### src/rtl/mips_pkg.sv
// Shared definitions for the instruction-fetch path.
// Provides the refill FSM state type, line/word geometry, and the word-select helper.
package mips_pkg;

  localparam int unsigned LINE_W   = 128;
  localparam int unsigned WORD_W   = 32;
  localparam int unsigned OFFSET_W = 4;

  typedef enum logic {IDLE, REFILL} state_t;

  // Pick 32-bit word `sel` out of a 128-bit line (word0 in the low bits).
  function automatic logic [WORD_W-1:0] word_sel(input logic [LINE_W-1:0] line,
                                                 input logic [1:0]        sel);
    return line[{sel, 5'b00000} +: WORD_W];
  endfunction

endpackage

### src/rtl/icache_ctrl_if.sv
// Fetch-side and memory-side signals of the instruction cache.
//   slave  : view used by icache_ctrl (takes fetch request and memory data,
//            drives instruction/hit, refill request and miss count)
//   master : view used by the environment (fetch stage + instruction memory)
interface icache_ctrl_if;

  logic         req;
  logic [31:0]  pc;
  logic         flush;
  logic [31:0]  instruction;
  logic         hit;
  logic         mem_req;
  logic [31:0]  mem_addr;
  logic         mem_ready;
  logic [127:0] mem_line;
  logic [15:0]  miss_count;

  modport slave (
    input  req, pc, flush, mem_ready, mem_line,
    output instruction, hit, mem_req, mem_addr, miss_count
  );

  modport master (
    output req, pc, flush, mem_ready, mem_line,
    input  instruction, hit, mem_req, mem_addr, miss_count
  );

endinterface

### src/rtl/icache_line_store.sv
// Valid/tag/data storage for a direct-mapped instruction cache.
// Ports:
//   clk, rst            clock, asynchronous active-low reset
//   rd_idx              combinational read index
//   rd_valid/tag/line   contents of the indexed line
//   we, wr_idx,
//   wr_tag, wr_line     single write port; sets the line valid
//   inv_all             clears every valid bit; wins over a same-cycle write
module icache_line_store
  import mips_pkg::*;
#(
  parameter  int unsigned LINES = 16,
  localparam int unsigned IDX_W = $clog2(LINES),
  localparam int unsigned TAG_W = 32 - OFFSET_W - IDX_W
) (
  input  logic              clk,
  input  logic              rst,
  input  logic [IDX_W-1:0]  rd_idx,
  output logic              rd_valid,
  output logic [TAG_W-1:0]  rd_tag,
  output logic [LINE_W-1:0] rd_line,
  input  logic              we,
  input  logic [IDX_W-1:0]  wr_idx,
  input  logic [TAG_W-1:0]  wr_tag,
  input  logic [LINE_W-1:0] wr_line,
  input  logic              inv_all
);

  logic [LINES-1:0]  valid_q;
  logic [TAG_W-1:0]  tag_q  [LINES];
  logic [LINE_W-1:0] data_q [LINES];

  always_ff @(posedge clk or negedge rst) begin
    if (!rst) begin
      valid_q <= '0;
      for (int i = 0; i < int'(LINES); i++) begin
        tag_q[i] <= '0;
      end
    end else begin
      if (we) begin
        tag_q[wr_idx] <= wr_tag;
      end
      if (inv_all) begin
        valid_q <= '0;
      end else if (we) begin
        valid_q[wr_idx] <= 1'b1;
      end
    end
  end

  // Data array carries no reset; a line is only read once its valid bit is set.
  always_ff @(posedge clk) begin
    if (we) begin
      data_q[wr_idx] <= wr_line;
    end
  end

  assign rd_valid = valid_q[rd_idx];
  assign rd_tag   = tag_q[rd_idx];
  assign rd_line  = data_q[rd_idx];

endmodule

### src/rtl/icache_ctrl.sv
// Direct-mapped instruction cache controller with line refill over req/ready.
// Ports:
//   clk  clock
//   rst  asynchronous active-low reset
//   bus  icache_ctrl_if.slave: fetch req/pc/flush in, instruction/hit out;
//        mem_req/mem_addr out, mem_ready/mem_line in; miss_count out
module icache_ctrl
  import mips_pkg::*;
#(
  parameter int unsigned LINES = 16
) (
  input logic          clk,
  input logic          rst,
  icache_ctrl_if.slave bus
);

  localparam int unsigned IDX_W = $clog2(LINES);
  localparam int unsigned TAG_W = 32 - OFFSET_W - IDX_W;

  state_t      state_q;
  logic [31:0] mem_addr_q;
  logic        mem_req_q;
  logic [15:0] miss_count_q;
  logic        flush_pending_q;

  logic [IDX_W-1:0]  pc_idx;
  logic [TAG_W-1:0]  pc_tag;
  logic              rd_valid;
  logic [TAG_W-1:0]  rd_tag;
  logic [LINE_W-1:0] rd_line;
  logic              hit_c;
  logic              start_miss;
  logic              fill;
  logic              inv_all;
  logic              unused_pc_lsb;

  assign pc_idx        = bus.pc[OFFSET_W +: IDX_W];
  assign pc_tag        = bus.pc[31 -: TAG_W];
  assign unused_pc_lsb = ^bus.pc[1:0];

  assign hit_c      = (state_q == IDLE) && bus.req && rd_valid && (rd_tag == pc_tag) &&
                      !bus.flush;
  assign start_miss = (state_q == IDLE) && bus.req && !hit_c && !bus.flush;
  assign fill       = (state_q == REFILL) && bus.mem_ready;
  // A flush seen at any point of a refill also drops the line being written.
  assign inv_all    = ((state_q == IDLE) && bus.flush) ||
                      (fill && (flush_pending_q || bus.flush));

  icache_line_store #(
    .LINES (LINES)
  ) u_store (
    .clk      (clk),
    .rst      (rst),
    .rd_idx   (pc_idx),
    .rd_valid (rd_valid),
    .rd_tag   (rd_tag),
    .rd_line  (rd_line),
    .we       (fill),
    .wr_idx   (mem_addr_q[OFFSET_W +: IDX_W]),
    .wr_tag   (mem_addr_q[31 -: TAG_W]),
    .wr_line  (bus.mem_line),
    .inv_all  (inv_all)
  );

  always_ff @(posedge clk or negedge rst) begin
    if (!rst) begin
      state_q         <= IDLE;
      mem_addr_q      <= '0;
      mem_req_q       <= 1'b0;
      miss_count_q    <= '0;
      flush_pending_q <= 1'b0;
    end else begin
      case (state_q)
        IDLE: begin
          if (start_miss) begin
            state_q    <= REFILL;
            mem_req_q  <= 1'b1;
            mem_addr_q <= {bus.pc[31:OFFSET_W], {OFFSET_W{1'b0}}};
            if (miss_count_q != 16'hFFFF) begin
              miss_count_q <= miss_count_q + 16'd1;
            end
          end
        end
        REFILL: begin
          if (bus.mem_ready) begin
            state_q         <= IDLE;
            mem_req_q       <= 1'b0;
            flush_pending_q <= 1'b0;
          end else if (bus.flush) begin
            flush_pending_q <= 1'b1;
          end
        end
        default: state_q <= IDLE;
      endcase
    end
  end

  assign bus.hit         = hit_c;
  assign bus.instruction = hit_c ? word_sel(rd_line, bus.pc[3:2]) : 32'h0;
  assign bus.mem_req     = mem_req_q;
  assign bus.mem_addr    = mem_addr_q;
  assign bus.miss_count  = miss_count_q;

endmodule

### src/flat_wrapper.sv
// flat-port wrapper written by rule: the top's interface ports become plain ports
module icache_ctrl_flat import mips_pkg::*;
#(
  parameter int unsigned LINES = 16
)
  (clk, rst, bus_req, bus_pc, bus_flush, bus_mem_ready, bus_mem_line, bus_instruction, bus_hit, bus_mem_req, bus_mem_addr, bus_miss_count);
  icache_ctrl_if bus_i ();
  input logic clk;
  input logic rst;
  input wire logic [$bits(bus_i.req)-1:0] bus_req;
  input wire logic [$bits(bus_i.pc)-1:0] bus_pc;
  input wire logic [$bits(bus_i.flush)-1:0] bus_flush;
  input wire logic [$bits(bus_i.mem_ready)-1:0] bus_mem_ready;
  input wire logic [$bits(bus_i.mem_line)-1:0] bus_mem_line;
  output wire logic [$bits(bus_i.instruction)-1:0] bus_instruction;
  output wire logic [$bits(bus_i.hit)-1:0] bus_hit;
  output wire logic [$bits(bus_i.mem_req)-1:0] bus_mem_req;
  output wire logic [$bits(bus_i.mem_addr)-1:0] bus_mem_addr;
  output wire logic [$bits(bus_i.miss_count)-1:0] bus_miss_count;
  assign bus_i.req = bus_req;
  assign bus_i.pc = bus_pc;
  assign bus_i.flush = bus_flush;
  assign bus_i.mem_ready = bus_mem_ready;
  assign bus_i.mem_line = bus_mem_line;
  assign bus_instruction = bus_i.instruction;
  assign bus_hit = bus_i.hit;
  assign bus_mem_req = bus_i.mem_req;
  assign bus_mem_addr = bus_i.mem_addr;
  assign bus_miss_count = bus_i.miss_count;
  icache_ctrl #(.LINES(LINES)) u_core (.clk(clk), .rst(rst), .bus(bus_i));
endmodule
### config.mk
export PLATFORM = sky130hd
export DESIGN_NAME = icache_ctrl_flat
export DESIGN_NICKNAME = d
export VERILOG_FILES = /design/src/rtl/mips_pkg.sv /design/src/rtl/icache_ctrl_if.sv /design/src/rtl/icache_line_store.sv /design/src/rtl/icache_ctrl.sv /design/src/flat_wrapper.sv
export SDC_FILE = /design/constraint.sdc
export NUM_CORES = 2
export LEC_CHECK = 0
export ABC_AREA = 0
export CORE_UTILIZATION = 56
export DETAILED_ROUTE_END_ITERATION = 8
export PLACE_DENSITY = 0.76
export RECOVER_POWER = 25
export SLEW_MARGIN = 0
export SYNTH_ARGS = -nofsm -noshare
export SYNTH_HDL_FRONTEND = slang
export SYNTH_SLANG_ARGS = --single-unit
### constraint.sdc
create_clock -name clk -period 6.45 [get_ports clk]
set_input_delay 1.935 -clock clk [delete_from_list [all_inputs] [get_ports clk]]
set_output_delay 1.935 -clock clk [all_outputs]
set_load 0.02 [all_outputs]
== Word level (Yosys, flattened, before mapping) ==
Memory sizes are Yosys's and may differ from the RTL's.
Cells that the tools add are included.

* $add $sub $neg: 1
* Magnitude comparators: 6
* Equality and inequality tests: 4
* Shift operators: 1
* Mux-type cells: 23
* Bitwise gates (word level): 4
* Reduce and logical (&&, ||, !) cells: 21

{| class="wikitable"
|+ Operator list
! operator !! count
|-
| $bwmux 384 || 1
|-
| $shiftx 128x8->32 || 1
|-
| $bmux 24 s4 || 1
|-
| $demux 24 s4 || 1
|-
| $mux 24 || 3
|-
| $mux 16 || 2
|-
| $mux 32 || 1
|-
| $eq 24x24->1 || 1
|-
| $add 16x1->16 const B || 1
|-
| $ne 16x16->1 const B || 1
|-
| $or 16x16->16 || 1
|-
| $logic_and 1x1->1 || 11
|-
| $ge 5x5->1 const B || 2
|-
| $lt 4x5->1 const B || 2
|-
| $mux 1 || 10
|-
| $not 4->5 || 2
|-
| $reduce_and 2->1 || 3
|-
| $lt 5x1->1 const B || 1
|-
| $bmux 1 s4 || 1
|-
| $demux 1 s4 || 1
|-
| $ge 4x1->1 const B || 1
|-
| $pmux 1 s2 || 2
|-
| $reduce_bool 2->1 || 2
|-
| $reduce_and 3->1 || 1
|-
| other kinds (5) || 7
|}

* Register bits after elaboration: 447
* Bits in writable memories: 2048
* Bits of input ports: 165
* Output and inout bits: 82
* Word-level logic and storage cells: 83
* Memories: 1

{| class="wikitable"
|+ Memories
! memory !! words !! bits a word !! rd ports !! clocked after Yosys merged registers in !! wr ports !! RTL line !! source
|-
| u_core.u_store.data_q || 16 || 128 || 1 || 0 || 1 || icache_line_store.sv:31 || <nowiki>logic [LINE_W-1:0] data_q [LINES];</nowiki>
|}

== Depth between registers and ports, before layout ==
* Depth in word-level cells: 12
* Depth in mapped cells: 15
* Gate-level depth less buffers: 9

== By module ==
Synthesis repeated with hierarchy kept, for this count alone.

* Cell total of the unflattened synthesis: 4487
* Area, all modules: 98356.8 µm²

{| class="wikitable"
|+ By module, submodules not included
! module !! instances !! cells an instance !! area each (µm²) !! seq. area each (µm²)
|-
| icache_line_store || 1 || 4196 || 94958.6 || 71508.6
|-
| icache_ctrl || 1 || 291 || 3398.3 || 1176.1
|}

== Worst setup path after synthesis ==
Ideal clock, no wire load.

* Path type: in2reg
* Start: input bus_mem_ready
* End: register u_core.u_store.tag_q[86] (netlist bit)
* Setup time: 85 ps
* Arrival time: 7292 ps
* Required time: 6365 ps
* Path slack: -927 ps
* Stages: 6
* Path buffers: 1
* Cells stage by stage: inv_1 > nor2_1 > nand3_1 > nor3_1 > clkbuf_1 > mux2_2

* Word-level cells in the longest chain between the ends: 1

{| class="wikitable"
|+ RTL lines
! element !! RTL line !! source
|-
| start, declared || flat_wrapper.sv:13 || <nowiki>input wire logic [$bits(bus_i.mem_ready)-1:0] bus_mem_ready;</nowiki>
|-
| $logic_and 1x1->1 || icache_ctrl.sv:44 || <nowiki>assign fill = (state_q == REFILL) && bus.mem_ready;</nowiki>
|-
| end signal, assigned by index || icache_line_store.sv:41 || <nowiki>tag_q[wr_idx] <= wr_tag;</nowiki>
|-
| end, declared || icache_line_store.sv:30 || <nowiki>logic [TAG_W-1:0] tag_q [LINES];</nowiki>
|}

No other way between the ends.
A chain may end at the register's enable or synchronous reset.

== Worst setup path after layout ==
* Start: input bus_pc[4]
* End: output bus_instruction[2]

* Word-level cells in the longest chain between the ends: 8
* Elaborated cells between the ends (all ways): 13
* Those cells by class: 1 x eq/ne; 1 x shift; 6 x mux; 1 x bitwise; 3 x reduce/logical; 1 x memory

{| class="wikitable"
|+ RTL lines
! element !! RTL line !! source
|-
| start, declared || flat_wrapper.sv:11 || <nowiki>input wire logic [$bits(bus_i.pc)-1:0] bus_pc;</nowiki>
|-
| parallel branches: the longest is 7 deep, another holds $mem_v2 16x128 || n/a ||
|-
| $mux 32 (*) || icache_ctrl.sv:99 || <nowiki>assign bus.instruction = hit_c ? word_sel(rd_line, bus.pc[3:2]) : 32'h0;</nowiki>
|-
| end, declared || flat_wrapper.sv:15 || <nowiki>output wire logic [$bits(bus_i.instruction)-1:0] bus_instruction;</nowiki>
|}

Mark *: on every way between the ends. The select of a mux whose other input is x is not followed.

==> impl_metrics.json <==
{
  "synth-edff-count": 2048,
  "core_area_um2": 174000,
  "outcome": "finished, violations left",
  "tightest_slew_ps": 2990,
  "hold_class": "flip-flop to flip-flop",
  "postRouteAntennaNets": 0,
  "crit_top_cell": "buf_12",
  "finalSetupViolations": 33,
  "synth_area_leaders": "edfxtp_1 (63%), mux4_2 (17%), dfrtp_1 (11%)",
  "hold_path_depth": 2,
  "p_switching_mw": 8.84,
  "placed_area_um2": 105000,
  "wl_met2_um": 131000,
  "cts.sinks": 2495,
  "fin_crit_sh_pct": 110,
  "antenna_found_initial": 69,
  "dieHeight_um": 421,
  "synth_cells": 4525,
  "vdd_drop_max_uv": 321,
  "io-pin-count": 247,
  "first_global_vias": 53100,
  "ys_async_sr_fraction_pct": 17.9,
  "drive_gt1_share_pct": 36.0,
  "crit_required_ps": 4510,
  "wl_met1_um": 95600,
  "vias": 51200,
  "r2r_cells": 15,
  "dr.max_layer_used": "met5",
  "grt.total_usage_pct": 30.0,
  "leakage_nw": 40.1,
  "cp-start-kind": "primary input",
  "h-tree-depth": 4,
  "p_int_mw": 28.8,
  "synth_top_family_by_area": "multiplexers",
  "fmax_mhz": 140,
  "synth_compound_area_share_pct": 0.832,
  "synth.mux.area_fraction_pct": 21.6,
  "relSlewSlack_pct": -99.2,
  "synth_top_area_cell": "edfxtp_1",
  "end_kind": "output port",
  "drv_cap": 1,
  "fp.dieW_um": 421,
  "setup_ws_ps": -672,
  "worstHoldStart": "u_core.u_store.tag_q[360]$_DFFE_PN0P_",
  "synth_area_um2": 98400,
  "overflow": 0,
  "rows": 153,
  "area.growth.synth_to_final_pct": 17.8,
  "dp_hpwl_um": 127000,
  "pwr-share-clk_pct": 36.8,
  "synth_fa_ha_area_share_pct": 0.0127,
  "synth_ff_type": "edfxtp_1",
  "crit_fanout": 9,
  "regToRegStartpoint": "u_core.u_store.tag_q[304]$_DFFE_PN0P_",
  "share_comb_of_total_power_pct": 11.2,
  "clock_path_buffers": 3,
  "drt-total-wl_um": 264000,
  "place_congestion": 0.809,
  "drt_iter0_markers": 6553,
  "seq_power_share_pct": 51.9,
  "synth_seq_cells": 2495,
  "yosysTopAreaCellShare_pct": 62.5,
  "rsz0062_at_grt": "true",
  "hold_viol": 0,
  "synth-simple-area-share_pct": 1.87,
  "initial_core_util_pct": 56.5,
  "fin_cells": 7688,
  "slew_viol_final": 114,
  "worstSetupStartpoint": "bus_pc[4]",
  "path_class": "primary input to output port",
  "grt_pass1_wl_um": 379000,
  "synth_xor_area_share_pct": 0.463,
  "viasPerCell": 6.66,
  "clkTransAtPathRegs_ps": 60,
  "synthDistinctLibCells": 59,
  "drc": 0,
  "slowest_delay_ps": 520,
  "clk_latency_ps": 880,
  "path_cells": "bufbuf_16 > mux4_2 > nand3b_1 > o311a_1 > nand4_1 > a2111oi_4 > buf_4 > o2111ai_4 > nand4b_4 > buf_12 > buf_12 > buf_8 > a311oi_4 > buf_6",
  "slowest_stage": "mux4_2",
  "period_needed_ps": 7120,
  "switching_share_pct": 23.5,
  "wl_met3_um": 25000,
  "ys_seq_area_share_pct": 73.9,
  "fin_nets": 5294,
  "synth.most_common_cell": "edfxtp_1",
  "synth-warning-count": 0,
  "grt_max_degree": 138,
  "yosys-top-cells-count": "edfxtp_1 (2048), mux4_2 (736), dfrtp_1 (447), mux2_2 (326), nand2_1 (273)",
  "final_area_um2": 116000,
  "wl_per_cell_um": 34.4,
  "numCtsBuffers": 231,
  "violations": "max-capacitance violations, max-slew violations, negative setup slack",
  "tritoncts": "built",
  "die-area_um2": 177000,
  "clockRootBuffer": "clkbuf_16",
  "portBuffers": 240,
  "place_inst": 7091,
  "syn_area_per_cell_um2": 21.7,
  "p_per_area_nw_per_um2": 325,
  "drt-pass1-iter-count": 6,
  "fin_skew_ps": 24.9,
  "cp_data_arrival_time_ps": 5190
}
[placed cells by master, fill, tap and decap left out, types with 11 or more instances in the layout]
cell	n
a211oi_2	12
a21oi_1	20
buf_12	87
buf_16	36
buf_4	237
buf_6	56
buf_8	11
bufinv_16	25
clkbuf_1	61
clkbuf_16	237
clkbuf_8	14
clkdlybuf4s50_1	117
clkinv_1	38
clkinv_2	35
dfrtp_1	447
diode_2	37
dlygate4sd3_1	82
edfxtp_1	2048
inv_1	13
mux2_1	29
mux2_2	326
mux2i_1	61
mux4_2	736
nand2_1	273
nand4_1	14
nor2_1	35
nor2b_1	16
nor2b_4	16
xnor2_1	30
xor2_1	19
[power groups by stage]
stage          registers (mW)  clock network [mW]  logic [mW]
2_1_floorplan            19.6                   0        2.63
3_3_place_gp             19.7                   0        3.82
3_5_place_dp             19.8                   0        3.94
4_1_cts                  19.5                13.9        4.18
5_1_grt                  19.7                14.5        4.50
6_report                 19.6                13.9        4.24
[state kept, by name, indices dropped and copies added (netlist names)]
name and flops:
u_core.bus.miss_count 16, u_core.flush_pending_q 1, u_core.bus.mem_addr 28, u_core.u_store.valid_q 16, u_core.bus.mem_req 1, u_core.state_q 1, u_core.u_store.tag_q 384, u_core.u_store.data_q 2048
[layer usage]
metal  up-vias  global-route usage [%]
li1      19900                       -
met1     27200                    39.3
met2      3450                    48.1
met3       623                    6.66
met4        28                    14.4
met5         -                       0
[stage by stage]
stage | power, mW | utilization (%) | hold slack, ps | setup TNS [ps] | setup WS (ps)
floorplan | 22.2 | - | 440 | -127520 | -310
global placement | 23.6 | 60.5 | 455 | -41990 | -1500
detailed placement | 23.8 | 60.5 | 461 | -43350 | -1550
CTS | 37.6 | 66.1 | 477 | -12820 | -630
global route | 38.7 | 66.5 | 490 | -18650 | -715
finish | 37.7 | 66.5 | 478 | -15740 | -672
[cell type report]
class	instances	area [um2]
sequential	2495	72700
fill	10600	58300
multi-input combinational	1744	25000
timing repair buffer	637	7590
clock buffer	310	6300
tap	2325	2910
clock inverter	121	1280
inverter	19	104
antenna	37	92.6
[critical path, delay by kind of cell]
family,cells,cell delay [ps]
AO/OA/AOI/OAI,4,1100
buffers and inverters,6,1090
multiplexers,1,520
AND/OR/NAND/NOR,3,510
[worst paths after layout]
path,slack (ps),endpoint
min reg2reg,480,u_core.u_store.tag_q[360]$_DFFE_PN0P_
max in group asynchronous,2540,u_core.bus.miss_count[12]$_DFFE_PN0P_
min in group asynchronous,2010,u_core.bus.mem_addr[20]$_DFFE_PN0P_
max reg2reg,2610,u_core.bus.mem_addr[12]$_DFFE_PN0P_
max,-670,bus_instruction[2]
min,480,u_core.u_store.tag_q[360]$_DFFE_PN0P_
[repair_timing]
action                                  4_1_cts  5_1_grt
pin swaps                                     8       13
endpoints found under the setup margin       33       33
hold buffers                                  0        0
setup buffers                                61       47
gates resized for setup                     315       67
gates cloned                                 27        2
[cell families after synthesis]
kind of cell    count (synthesis)
buf+inv                       289
mux                          1158
xor+xnor                       52
simple gates                  420
compound gates                109
other cells                     1
fa+ha+maj                       1
flops                        2495
Power figures use the tool's default switching activity.
